[src/rtl/fp_sqrt_ctrl_pkg.sv]
// Shared FPU definitions: IEEE-754 single field positions, canonical results, controller states.
package fp_sqrt_ctrl_pkg;

  localparam logic [31:0] FP_QNAN = 32'h7FC00000;
  localparam logic [31:0] FP_PINF = 32'h7F800000;

  localparam int SIGN_BIT = 31;
  localparam int EXP_MSB  = 30;
  localparam int EXP_LSB  = 23;
  localparam int MANT_MSB = 22;

  typedef enum logic [1:0] {
    IDLE = 2'd0,
    BUSY = 2'd1,
    HOLD = 2'd2
  } state_t;

endpackage

[src/rtl/fp_sqrt_ctrl_classify.sv]
// Combinational IEEE-754 single-precision operand classifier, shared by FPU front-ends.
module fp_classify
  import fp_sqrt_ctrl_pkg::*;
(
  input  logic [31:0] i_op,
  output logic        o_is_nan,
  output logic        o_is_snan,
  output logic        o_is_zero,
  output logic        o_is_inf,
  output logic        o_sign
);

  logic [7:0]  w_exp;
  logic [22:0] w_mant;
  logic        w_exp_max;
  logic        w_mant_nz;

  assign w_exp     = i_op[EXP_MSB:EXP_LSB];
  assign w_mant    = i_op[MANT_MSB:0];
  assign w_exp_max = &w_exp;
  assign w_mant_nz = |w_mant;

  // Denormals report as zero: they are flushed by every consumer.
  assign o_is_nan  = w_exp_max & w_mant_nz;
  assign o_is_snan = o_is_nan & ~w_mant[MANT_MSB];
  assign o_is_zero = ~|w_exp;
  assign o_is_inf  = w_exp_max & ~w_mant_nz;
  assign o_sign    = i_op[SIGN_BIT];

endmodule

[src/rtl/fp_sqrt_ctrl.sv]
// Square-root front-end: valid/ready handshake, one-cycle special-case results,
// and a fixed-latency launch/capture sequence around the external iterative core.
module fp_sqrt_ctrl
  import fp_sqrt_ctrl_pkg::*;
#(
  parameter int CORE_LAT = 17  // 1..63, fits the 6-bit counter
) (
  input  logic        i_clk,
  input  logic        i_rst,
  input  logic        i_in_valid,
  output logic        o_in_ready,
  input  logic [31:0] i_in_op,
  output logic        o_out_valid,
  input  logic        i_out_ready,
  output logic [31:0] o_out_res,
  output logic        o_out_invalid,
  output logic        o_out_special,
  output logic        o_core_start,
  output logic [31:0] o_core_op,
  input  logic [31:0] i_core_res
);

  localparam logic [5:0] CNT_LOAD = 6'(CORE_LAT);

  state_t      r_state;
  logic [5:0]  r_cnt;
  logic        r_in_ready;
  logic        r_out_valid;
  logic [31:0] r_out_res;
  logic        r_out_invalid;
  logic        r_out_special;
  logic        r_core_start;
  logic [31:0] r_core_op;

  logic        w_is_nan, w_is_snan, w_is_zero, w_is_inf, w_sign;
  logic        w_spec_hit;
  logic [31:0] w_spec_res;
  logic        w_spec_inv;

  fp_classify u_classify (
    .i_op      (i_in_op),
    .o_is_nan  (w_is_nan),
    .o_is_snan (w_is_snan),
    .o_is_zero (w_is_zero),
    .o_is_inf  (w_is_inf),
    .o_sign    (w_sign)
  );

  // Priority order matters: NaN beats zero beats negative beats +inf.
  always_comb begin
    w_spec_hit = 1'b1;
    w_spec_res = FP_QNAN;
    w_spec_inv = 1'b0;
    if (w_is_nan) begin
      w_spec_inv = w_is_snan;
    end else if (w_is_zero) begin
      w_spec_res = {w_sign, 31'b0};
    end else if (w_sign) begin
      w_spec_inv = 1'b1;
    end else if (w_is_inf) begin
      w_spec_res = FP_PINF;
    end else begin
      w_spec_hit = 1'b0;
      w_spec_res = '0;
    end
  end

  always_ff @(posedge i_clk or negedge i_rst) begin
    if (!i_rst) begin
      r_state       <= IDLE;
      r_cnt         <= '0;
      r_in_ready    <= 1'b1;
      r_out_valid   <= 1'b0;
      r_out_res     <= '0;
      r_out_invalid <= 1'b0;
      r_out_special <= 1'b0;
      r_core_start  <= 1'b0;
      r_core_op     <= '0;
    end else begin
      r_core_start <= 1'b0;
      case (r_state)
        IDLE: begin
          if (i_in_valid) begin
            r_core_op  <= i_in_op;
            r_in_ready <= 1'b0;
            if (w_spec_hit) begin
              r_out_res     <= w_spec_res;
              r_out_invalid <= w_spec_inv;
              r_out_special <= 1'b1;
              r_out_valid   <= 1'b1;
              r_state       <= HOLD;
            end else begin
              r_cnt        <= CNT_LOAD;
              r_core_start <= 1'b1;
              r_state      <= BUSY;
            end
          end
        end
        BUSY: begin
          if (r_cnt != 6'd0) r_cnt <= r_cnt - 6'd1;
          // Count of 1 marks the cycle the core result is valid on its port.
          if (r_cnt == 6'd1) begin
            r_out_res     <= i_core_res;
            r_out_invalid <= 1'b0;
            r_out_special <= 1'b0;
            r_out_valid   <= 1'b1;
            r_state       <= HOLD;
          end
        end
        HOLD: begin
          if (i_out_ready) begin
            r_out_valid <= 1'b0;
            r_in_ready  <= 1'b1;
            r_state     <= IDLE;
          end
        end
        default: begin
          r_out_valid <= 1'b0;
          r_in_ready  <= 1'b1;
          r_state     <= IDLE;
        end
      endcase
    end
  end

  assign o_in_ready    = r_in_ready;
  assign o_out_valid   = r_out_valid;
  assign o_out_res     = r_out_res;
  assign o_out_invalid = r_out_invalid;
  assign o_out_special = r_out_special;
  assign o_core_start  = r_core_start;
  assign o_core_op     = r_core_op;

endmodule

[config.mk]
export PLATFORM = sky130hd
export DESIGN_NAME = fp_sqrt_ctrl
export DESIGN_NICKNAME = d
export VERILOG_FILES = /design/src/rtl/fp_sqrt_ctrl_pkg.sv /design/src/rtl/fp_sqrt_ctrl_classify.sv /design/src/rtl/fp_sqrt_ctrl.sv
export SDC_FILE = /design/constraint.sdc
export NUM_CORES = 1
export LEC_CHECK = 0
export BUFFER_PORTS_ARGS = -buffer_cell sky130_fd_sc_hd__buf_2
export CORE_ASPECT_RATIO = 1.1
export CORE_MARGIN = 2
export CORE_UTILIZATION = 40
export CTS_CLUSTER_SIZE = 10
export DETAILED_ROUTE_END_ITERATION = 6
export PLACE_DENSITY = 0.71
export SYNTH_ARGS = -nofsm -noshare
export SYNTH_HDL_FRONTEND = slang
export SYNTH_SLANG_ARGS = --single-unit
[constraint.sdc]
create_clock -name i_clk -period 1.7 [get_ports i_clk]
set_input_delay 0.255 -clock i_clk [delete_from_list [all_inputs] [get_ports i_clk]]
set_output_delay 0.255 -clock i_clk [all_outputs]
set_load 0.005 [all_outputs]
==> flow_metrics.tcl, run 1 <==
set metrics [dict create \
    std_cell_rows 34 \
    r2r-start "r_cnt[4]$_DFFE_PN0P_" \
    ant_nets 0 \
    tritoncts.num_buffers 9 \
    antenna_cells 0 \
    yosys_most_used_dff "dfrtp_1" \
    grt_pass1_vias 2803 \
    vdd.ir_drop.worst_v 0.000337 \
    antenna_found_initial 0 \
    cts.sinks 77 \
    synthArstFlopShare_pct 100 \
    finalHoldWorstSlack_ns 0.129 \
    viasPerCell 4.87 \
    ff2ff_path_depth 6 \
    multi_input_area_sq_um 1330 \
    synthMostInstantiatedCell "dfrtp_1" \
    ys.warnings.count 0 \
    fp.dieArea_sq_um 9040 \
    core-area_sq_um 8000 \
    max-clock-path-buffers 2 \
    chipWidth_um 90.8 \
    cts_tree "yes" \
    fin_setup_tns_ns -0.505 \
    drv_cap 0 \
    min_delay_worst_endpoint "o_out_res[4]$_DFFE_PN0P_" \
    drt_pre_antenna_iters 4 \
    run_status "finished with violations" \
    final_hold_viol_count 0 \
    number_of_distinct_library_cells_after_synthesis 38 \
    timing.fmax_mhz 572 \
    worst_pin_slew_ns 0.445 \
    fin_crit_sh_pct 103 \
    timing.final.max_slew_violations 0 \
    drtIter0Drc 61 \
    drc 0 \
    regToRegEndpoint "o_out_res[11]$_DFFE_PN0P_" \
    timing.max_slew.rel_slack_pct 70.1 \
    drive_gt1_share_pct 50.3 \
    timing.critical_path.arrival_ns 1.97 \
    total_wirelength_of_the_detailed_routed_design_um 7980 \
    ff_latch_count_synth 77 \
    crit_type "reg2reg" \
    pwrdens_nw_per_um2 722 \
    netlist_instances 299 \
    detailedPlacementHpwl_um 6020 \
    setup.worst_path.end_class "register" \
    fillers 736 \
    h-tree-depth 3 \
    timing.hold.worst_path_depth 3 \
    fin_worst_skew_ns 0.0128 \
    synthDominantAreaCellType "dfrtp_1" \
    worstSetupStartpointType "register" \
    io_port_bufs 136 \
    reg2reg_slack_ns -0.05 \
    clk_root_buffer_cell "clkbuf_8" \
    synth_commonest_cells "dfrtp_1, nand2_1, mux2_2, o21ai_1, a21oi_1" \
    syn_to_final_growth_pct 39.1 \
    seq_area_frac_synth_pct 58.1 \
    synth_top_area_share_pct 57.3 \
    static-leakage-power_nw 2.66 \
    wl_per_cell_um 13.8 \
    grt_pass1_wl_um 12900 \
    post-route-min-period_ns 1.75 \
    hp-start "i_core_res[4]" \
    vertical_extent_of_the_die_um 99.5 \
    rsz0062_at_grt "yes" \
    initial_utilization_pct 41.5 \
    syn_std_cell_area_sq_um 3320 \
    pin_count_of_the_biggest_net_entering_global_routing 41 \
    detailroute.via_count 2817 \
    worst_skew_pair.late_latency_ns 0.35 \
    grt_usage_pct 17.9 \
    final-setup-viol-count 27 \
    post_synth.cell_area_avg_sq_um 11.1 \
    nNetsFinal 536 \
    seq_area_sq_um 1930 \
    final_wtd_congestion 0.799 \
    boundaryPins 137 \
    violations "negative setup slack" \
    timing.critical_path.fanout_max 40 \
    clk_transition_reported_paths_ns 0.08 \
    worst-endpoint-required_ns 1.92 \
    synthTopCellsByArea "dfrtp_1, mux2_2, nand2_1, o21ai_1, a21oi_1" \
    globalRouteOverflowTotal 0 \
    worstHoldPathType "in2reg" \
    synth_fp_nets 369 \
    count_of_flip_flops_with_a_built_in_enable_after_synthesis 0 \
    setup_ws_ns -0.0480 \
]
-- layer usage --
| metal | vias up | global-route usage, % | routed length (um) |
|---|---|---|---|
| met4 | 0 | 6.64 | 98 |
| met3 | 10 | 3.86 | 496 |
| li1 | 1371 | - | - |
| met2 | 107 | 29.2 | 3790 |
| met1 | 1329 | 23.5 | 3580 |
| met5 | - | 0 | 0 |
-- power by group --
group / internal (mW) / switching, mW / leakage [nW]
Clock: 0.675 / 0.657 / 0.0923
Sequential: 1.83 / 0 / 1.05
Combinational: 0.0777 / 0.0895 / 1.51
-- how the worst max path moves through the flow --
| stage | start | to | cells after the start |
|---|---|---|---|
| after floorplan | r_cnt[4]$_DFFE_PN0P_ | r_cnt[4]$_DFFE_PN0P_ | 5 |
| after global placement | i_in_op[24] | r_cnt[4]$_DFFE_PN0P_ | 7 |
| final | r_cnt[4]$_DFFE_PN0P_ | o_out_res[11]$_DFFE_PN0P_ | 6 |
| after CTS | r_cnt[4]$_DFFE_PN0P_ | r_cnt[4]$_DFFE_PN0P_ | 5 |
| after detailed placement | i_in_op[24] | r_cnt[4]$_DFFE_PN0P_ | 7 |
| after global routing | r_cnt[4]$_DFFE_PN0P_ | o_out_res[11]$_DFFE_PN0P_ | 6 |
-- logic make-up after synthesis --
group	Yosys count	share of synthesized area (%)
and+or+nand+nor	105	14.9
DFF	77	58.1
buffers and inverters	21	3.47
adders and majority gates	2	0.754
AOI/OAI and AO/OA	63	12.2
muxes	31	10.5
-- cell usage in the layout (no fill, tap or decap), types with 3 or more instances in the layout --
| cell | n |
|---|---|
| a21o_1 | 8 |
| a21oi_1 | 11 |
| a21oi_2 | 5 |
| buf_12 | 4 |
| buf_2 | 135 |
| buf_4 | 28 |
| clkbuf_8 | 9 |
| dfrtp_1 | 76 |
| inv_1 | 5 |
| mux2_2 | 31 |
| nand2_1 | 60 |
| nand2_2 | 3 |
| nand3_1 | 3 |
| nor2_1 | 6 |
| nor3_1 | 7 |
| nor4_1 | 7 |
| o21ai_0 | 7 |
| o21ai_1 | 22 |
-- through the flow --
step	util (%)	setup WS, ns	cell area, sq um	power, mW	std cells
finish	57.7	-0.0480	4610	3.33	579
global route	57.7	-0.127	4610	3.48	579
CTS	56.9	-0.0583	4550	3.38	578
detailed placement	54.1	-0.195	4330	2.04	559
global placement	54.1	-0.200	4330	2.03	559
floorplan	-	0.00325	3320	1.89	299
-- layout make-up --
cell class / instances / share of cell area, %
clock buffers: 10 / 2.77
clock inverters: 6 / 1.38
inverters: 7 / 0.624
multi-input cells: 201 / 28.9
flip-flops and latches: 77 / 41.8
well taps: 108 / 2.93
repair buffers: 170 / 21.6
-- flip-flops by register name, summed over array words and instances, names as in the netlist --
signal,flops
o_out_special,1
o_core_op,32
r_state,2
r_cnt,6
o_out_res,32
o_core_start,1
o_in_ready,1
o_out_valid,1
o_out_invalid,1
-- critical path, stage by stage (launching register included) --
cell,delay [ns]
dfrtp_1,0.39
or3_4,0.43
o31ai_4,0.23
o311ai_4,0.19
buf_12,0.22
nand2_1,0.09
o21ai_1,0.07
-- timing repair --
| action | CTS | global route |
|---|---|---|
| hold buffers | 1 | 0 |
| hold endpoints to repair | 31 | 0 |
| setup buffers | 2 | 1 |
| resized for setup | 6 | 17 |
| pin swaps | 1 | 5 |
| setup endpoints to repair | 36 | 40 |
No activity file was read; power rests on OpenSTA's default activity.
==> run 2, diff against run 1 <==
Clock period 1.7 ns to 1.5 ns, I/O delays scaled along.
==> flow_metrics.tcl, run 2 (synthesized netlist as in run 1, its figures left out) <==
set metrics [dict create \
    run_status "finished with violations" \
    finalHoldWorstSlack_ns 0.108 \
    fin_setup_tns_ns -9.46 \
    crit_type "reg2reg" \
    ant_nets 0 \
    timing.max_slew.rel_slack_pct 70.0 \
    violations "negative setup slack" \
    static-leakage-power_nw 2.82 \
    setup_ws_ns -0.278 \
    pwrdens_nw_per_um2 802 \
    clk_root_buffer_cell "clkbuf_8" \
    pwr-share-clk_pct 43.2 \
    cts_tree "yes" \
    placedCellCount 566 \
    detailroute.via_count 3023 \
    worst_skew_pair.late_latency_ns 0.34 \
    detailed_place.area_sq_um 4420 \
    final_design_area_no_fill_sq_um 5020 \
    chipWidth_um 90.8 \
    layout_commonest_cell "buf_2" \
    layout.cells.non_filler 595 \
    syn_to_final_growth_pct 51.4 \
    ff2ff_path_depth 7 \
    crit_slowest_cell "or3_4" \
    vdd.ir_drop.worst_v 0.000527 \
    rsz0062_at_grt "yes" \
    drive_gt1_share_pct 58.7 \
    h-tree-depth 3 \
    power_switching_share_pct 21.5 \
    nNetsFinal 552 \
    drtIter0Drc 55 \
    clk_transition_reported_paths_ns 0.09 \
    worst-endpoint-required_ns 1.73 \
    setup.worst_path.end_class "register" \
    grt_pass1_vias 2882 \
    std_cell_rows 34 \
    globalRouteOverflowTotal 0 \
    switching_power_uw 865 \
    worst_pin_slew_ns 0.447 \
    power.combinational.fraction_pct 5.3 \
    timing.hold.worst_path_depth 3 \
    fillers 655 \
    power.total_mw 4.03 \
    critPathMaxStageDelay_ns 0.43 \
    place_ws_ns -0.436 \
    io_port_bufs 136 \
    pin_count_of_the_biggest_net_entering_global_routing 49 \
    cts.sinks 77 \
    final-setup-viol-count 43 \
    drc 0 \
    layout.cells.most_common_list "buf_2, dfrtp_1, nand2_1" \
    final_core_util_pct 62.8 \
    timing.fmax_mhz 562 \
    antenna_found_initial 0 \
    grt_pass1_wl_um 13400 \
    vertical_extent_of_the_die_um 99.5 \
    worstSetupStartpointType "register" \
    wl_per_cell_um 15.0 \
    timing.critical_path.fanout_max 12 \
    drt_pre_antenna_iters 4 \
    tritoncts.num_buffers 9 \
    timing.final.max_slew_violations 0 \
    final_hold_viol_count 0 \
    drv_cap 0 \
    fp.dieArea_sq_um 9040 \
    grt_usage_pct 18.3 \
    final_wtd_congestion 0.759 \
    initial_utilization_pct 41.5 \
    timing.critical_path.cells "or3_4 > nor3_4 > o311ai_4 > buf_6 > buf_12 > nand2_1 > o21ai_1" \
    boundaryPins 137 \
    post-route-min-period_ns 1.78 \
    worstHoldPathType "in2reg" \
    detailedPlacementHpwl_um 6230 \
    seq_power_share_pct 51.5 \
    max-clock-path-buffers 2 \
    internal_power_mw 3.16 \
    core-area_sq_um 8000 \
    antenna_cells 0 \
    fin_crit_sh_pct 119 \
    timing.critical_path.arrival_ns 2.00 \
    fin_worst_skew_ns 0.0149 \
    total_wirelength_of_the_detailed_routed_design_um 8920 \
    viasPerCell 5.08 \
]
-- run 2: what timing repair did --
action,CTS,global route
hold buffers,1,0
pin swaps,7,12
endpoints found under the hold margin,66,0
resized for setup,12,53
cloned,0,5
setup endpoints to repair,41,42
buffers inserted,1,7
-- run 2: metal layers --
layer  up-vias  track usage, %  part of all wire, %
met5         -               0                    0
met4         0            7.11                  2.0
met3        21            4.85                  7.6
met2       131            30.7                   50
met1      1458            22.8                   41
li1       1413               -                    -
-- run 2: power by group through the flow --
stage / combinational [mW] / sequential (mW) / clock, mW
final: 0.214 / 2.07 / 1.74
after global routing: 0.245 / 2.07 / 1.88
after CTS: 0.212 / 2.07 / 1.78
after detailed placement: 0.209 / 2.12 / 0
after global placement: 0.204 / 2.12 / 0
after floorplan: 0.0278 / 2.12 / 0
-- run 2: cell type report --
| type | count | area (sq um) | share of cell area [%] |
|---|---|---|---|
| inverters | 7 | 26.3 | 0.523 |
| repair buffers | 186 | 1230 | 24.5 |
| well taps | 108 | 135 | 2.69 |
| clock buffers | 11 | 141 | 2.82 |
| multi-input cells | 201 | 1480 | 29.4 |
| flip-flops and latches | 77 | 1930 | 38.4 |
| clock inverters | 5 | 81.3 | 1.62 |
-- run 2: worst paths after layout --
check	from	end	slack (ns)
setup / recovery	r_cnt[4]$_DFFE_PN0P_	o_out_res[11]$_DFFE_PN0P_	-0.28
hold / removal	i_core_res[0]	o_out_res[0]$_DFFE_PN0P_	0.11
setup reg to reg	r_cnt[4]$_DFFE_PN0P_	o_out_res[11]$_DFFE_PN0P_	-0.28
hold reg to reg	o_core_op[22]$_DFFE_PN0P_	o_core_op[22]$_DFFE_PN0P_	0.48
max in group asynchronous	i_rst	o_in_ready$_DFFE_PN1P_	0.70
min in group asynchronous	i_rst	o_out_res[16]$_DFFE_PN0P_	0.29
-- run 2: worst max-delay path, delay by kind of cell (launching register included) --
family                 cells  cell delay, ns
flip-flops                 1            0.38
AND/OR/NAND/NOR            3            0.75
AO/OA/AOI/OAI              2            0.21
buffers and inverters      2            0.31
==> run 3, diff against run 2 <==
Settings changed: BUFFER_PORTS_ARGS -buffer_cell sky130_fd_sc_hd__buf_2 to not set, DONT_BUFFER_PORTS set to 1, PLACE_DENSITY 0.71 to not set.
==> flow_metrics.tcl, run 3 (synthesized netlist as in run 1, its figures left out) <==
set metrics [dict create \
    pin_count_of_the_biggest_net_entering_global_routing 78 \
    power.total_mw 3.81 \
    grt_usage_pct 17.3 \
    final_core_util_pct 53.0 \
    cts.sinks 77 \
    drive_gt1_share_pct 32.7 \
    worstSetupStartpointType "register" \
    timing.critical_path.fanout_max 4 \
    timing.fmax_mhz 565 \
    fin_setup_tns_ns -8.82 \
    setup.worst_path.end_class "register" \
    initial_utilization_pct 41.5 \
    layout.cells.most_common_list "dfrtp_1, nand2_1, buf_4" \
    detailroute.via_count 2480 \
    antenna_cells 0 \
    fp.dieArea_sq_um 9040 \
    critPathMaxStageDelay_ns 0.43 \
    timing.critical_path.cells "or3_4 > o31a_1 > nand3_2 > nor3_2 > or3b_1" \
    setup_ws_ns -0.269 \
    timing.critical_path.arrival_ns 1.99 \
    max-clock-path-buffers 2 \
    crit_slowest_cell "or3_4" \
    crit_type "reg2reg" \
    h-tree-depth 3 \
    boundaryPins 137 \
    syn_to_final_growth_pct 27.6 \
    post-route-min-period_ns 1.77 \
    clk_root_buffer_cell "clkbuf_8" \
    chipWidth_um 90.8 \
    grt_pass1_vias 2518 \
    nNetsFinal 423 \
    final_hold_viol_count 77 \
    tritoncts.num_buffers 9 \
    ant_nets 0 \
    drv_cap 0 \
    antenna_found_initial 0 \
    worst-endpoint-required_ns 1.72 \
    final_design_area_no_fill_sq_um 4240 \
    vdd.ir_drop.worst_v 0.000532 \
    io_port_bufs 0 \
    core-area_sq_um 8000 \
    pwrdens_nw_per_um2 900 \
    drc 0 \
    viasPerCell 5.32 \
    run_status "finished with violations" \
    wl_per_cell_um 16.9 \
    fin_worst_skew_ns 0.00783 \
    layout_commonest_cell "dfrtp_1" \
    total_wirelength_of_the_detailed_routed_design_um 7860 \
    final-setup-viol-count 41 \
    clk_transition_reported_paths_ns 0.08 \
    vertical_extent_of_the_die_um 99.5 \
    timing.final.max_slew_violations 0 \
    worstHoldPathType "in2async" \
    grt_pass1_wl_um 12400 \
    rsz0062_at_grt "yes" \
    cts_tree "yes" \
    static-leakage-power_nw 2.13 \
    detailed_place.area_sq_um 3660 \
    ctsHoldBuffers 18 \
    worst_pin_slew_ns 0.450 \
    worst_skew_pair.late_latency_ns 0.34 \
    finalHoldWorstSlack_ns -0.420 \
    std_cell_rows 34 \
    violations "negative hold slack, negative setup slack" \
    timing.max_slew.rel_slack_pct 69.9 \
    drt_pre_antenna_iters 4 \
    fin_crit_sh_pct 118 \
    place_ws_ns -0.289 \
    final_wtd_congestion 0.786 \
    drtIter0Drc 105 \
    detailedPlacementHpwl_um 5260 \
    globalRouteOverflowTotal 0 \
]
## run 3: timing repair
| action | 4_1_cts | 5_1_grt |
|---|---|---|
| endpoints found under the hold margin | 95 | 77 |
| pin swaps | 10 | 2 |
| resized for setup | 19 | 8 |
| gates cloned | 0 | 1 |
| setup buffers | 5 | 4 |
| setup endpoints to repair | 42 | 73 |
## run 3: critical path: cells and delay by family, from the launching register on
| family | cells | cell delay [ns] |
|---|---|---|
| and+or+nand+nor | 4 | 0.92 |
| DFF | 1 | 0.38 |
| AOI/OAI and AO/OA | 1 | 0.35 |
## run 3: worst paths after layout
kind | cells after the start | slack (ns) | startpoint | to
setup / recovery | 5 | -0.27 | r_cnt[3]$_DFFE_PN0P_ | r_cnt[4]$_DFFE_PN0P_
hold / removal | 0 | -0.42 | i_rst | o_out_res[12]$_DFFE_PN0P_
setup reg to reg | 5 | -0.27 | r_cnt[3]$_DFFE_PN0P_ | r_cnt[4]$_DFFE_PN0P_
hold reg to reg | 1 | 0.52 | o_out_res[28]$_DFFE_PN0P_ | o_out_res[28]$_DFFE_PN0P_
max in group asynchronous | 0 | 1.73 | i_rst | o_in_ready$_DFFE_PN1P_
min in group i_clk | 2 | 0.02 | i_core_res[3] | o_out_res[3]$_DFFE_PN0P_
## run 3: area by class of cell
type                       count  area [sq um]
multi-input combinational    201          1390
inverter                       7          28.8
clock inverter                 5          75.1
tap                          108           135
fill                         723          3760
sequential                    77          1930
timing repair buffer          57           548
clock buffer                  11           131
## run 3: metrics by stage
stage | cells | hold slack [ns]
6_report | 466 | -0.420
4_1_cts | 461 | -0.449
2_1_floorplan | 299 | -0.0706
3_3_place_gp | 423 | -0.0692
3_5_place_dp | 423 | -0.0690
5_1_grt | 466 | -0.459
## run 3: routing by layer
layer,wire length [um],vias to the layer above,track usage [%]
li1,-,1147,-
met1,3260,1193,22.0
met2,3580,128,26.2
met3,905,12,7.88
met4,120,0,5.94
met5,0,-,0
## run 3: power by group
part           internal (mW)  switching [mW]
registers               2.07               0
clock network          0.931           0.728
logic                 0.0499          0.0301
total                   3.05           0.758
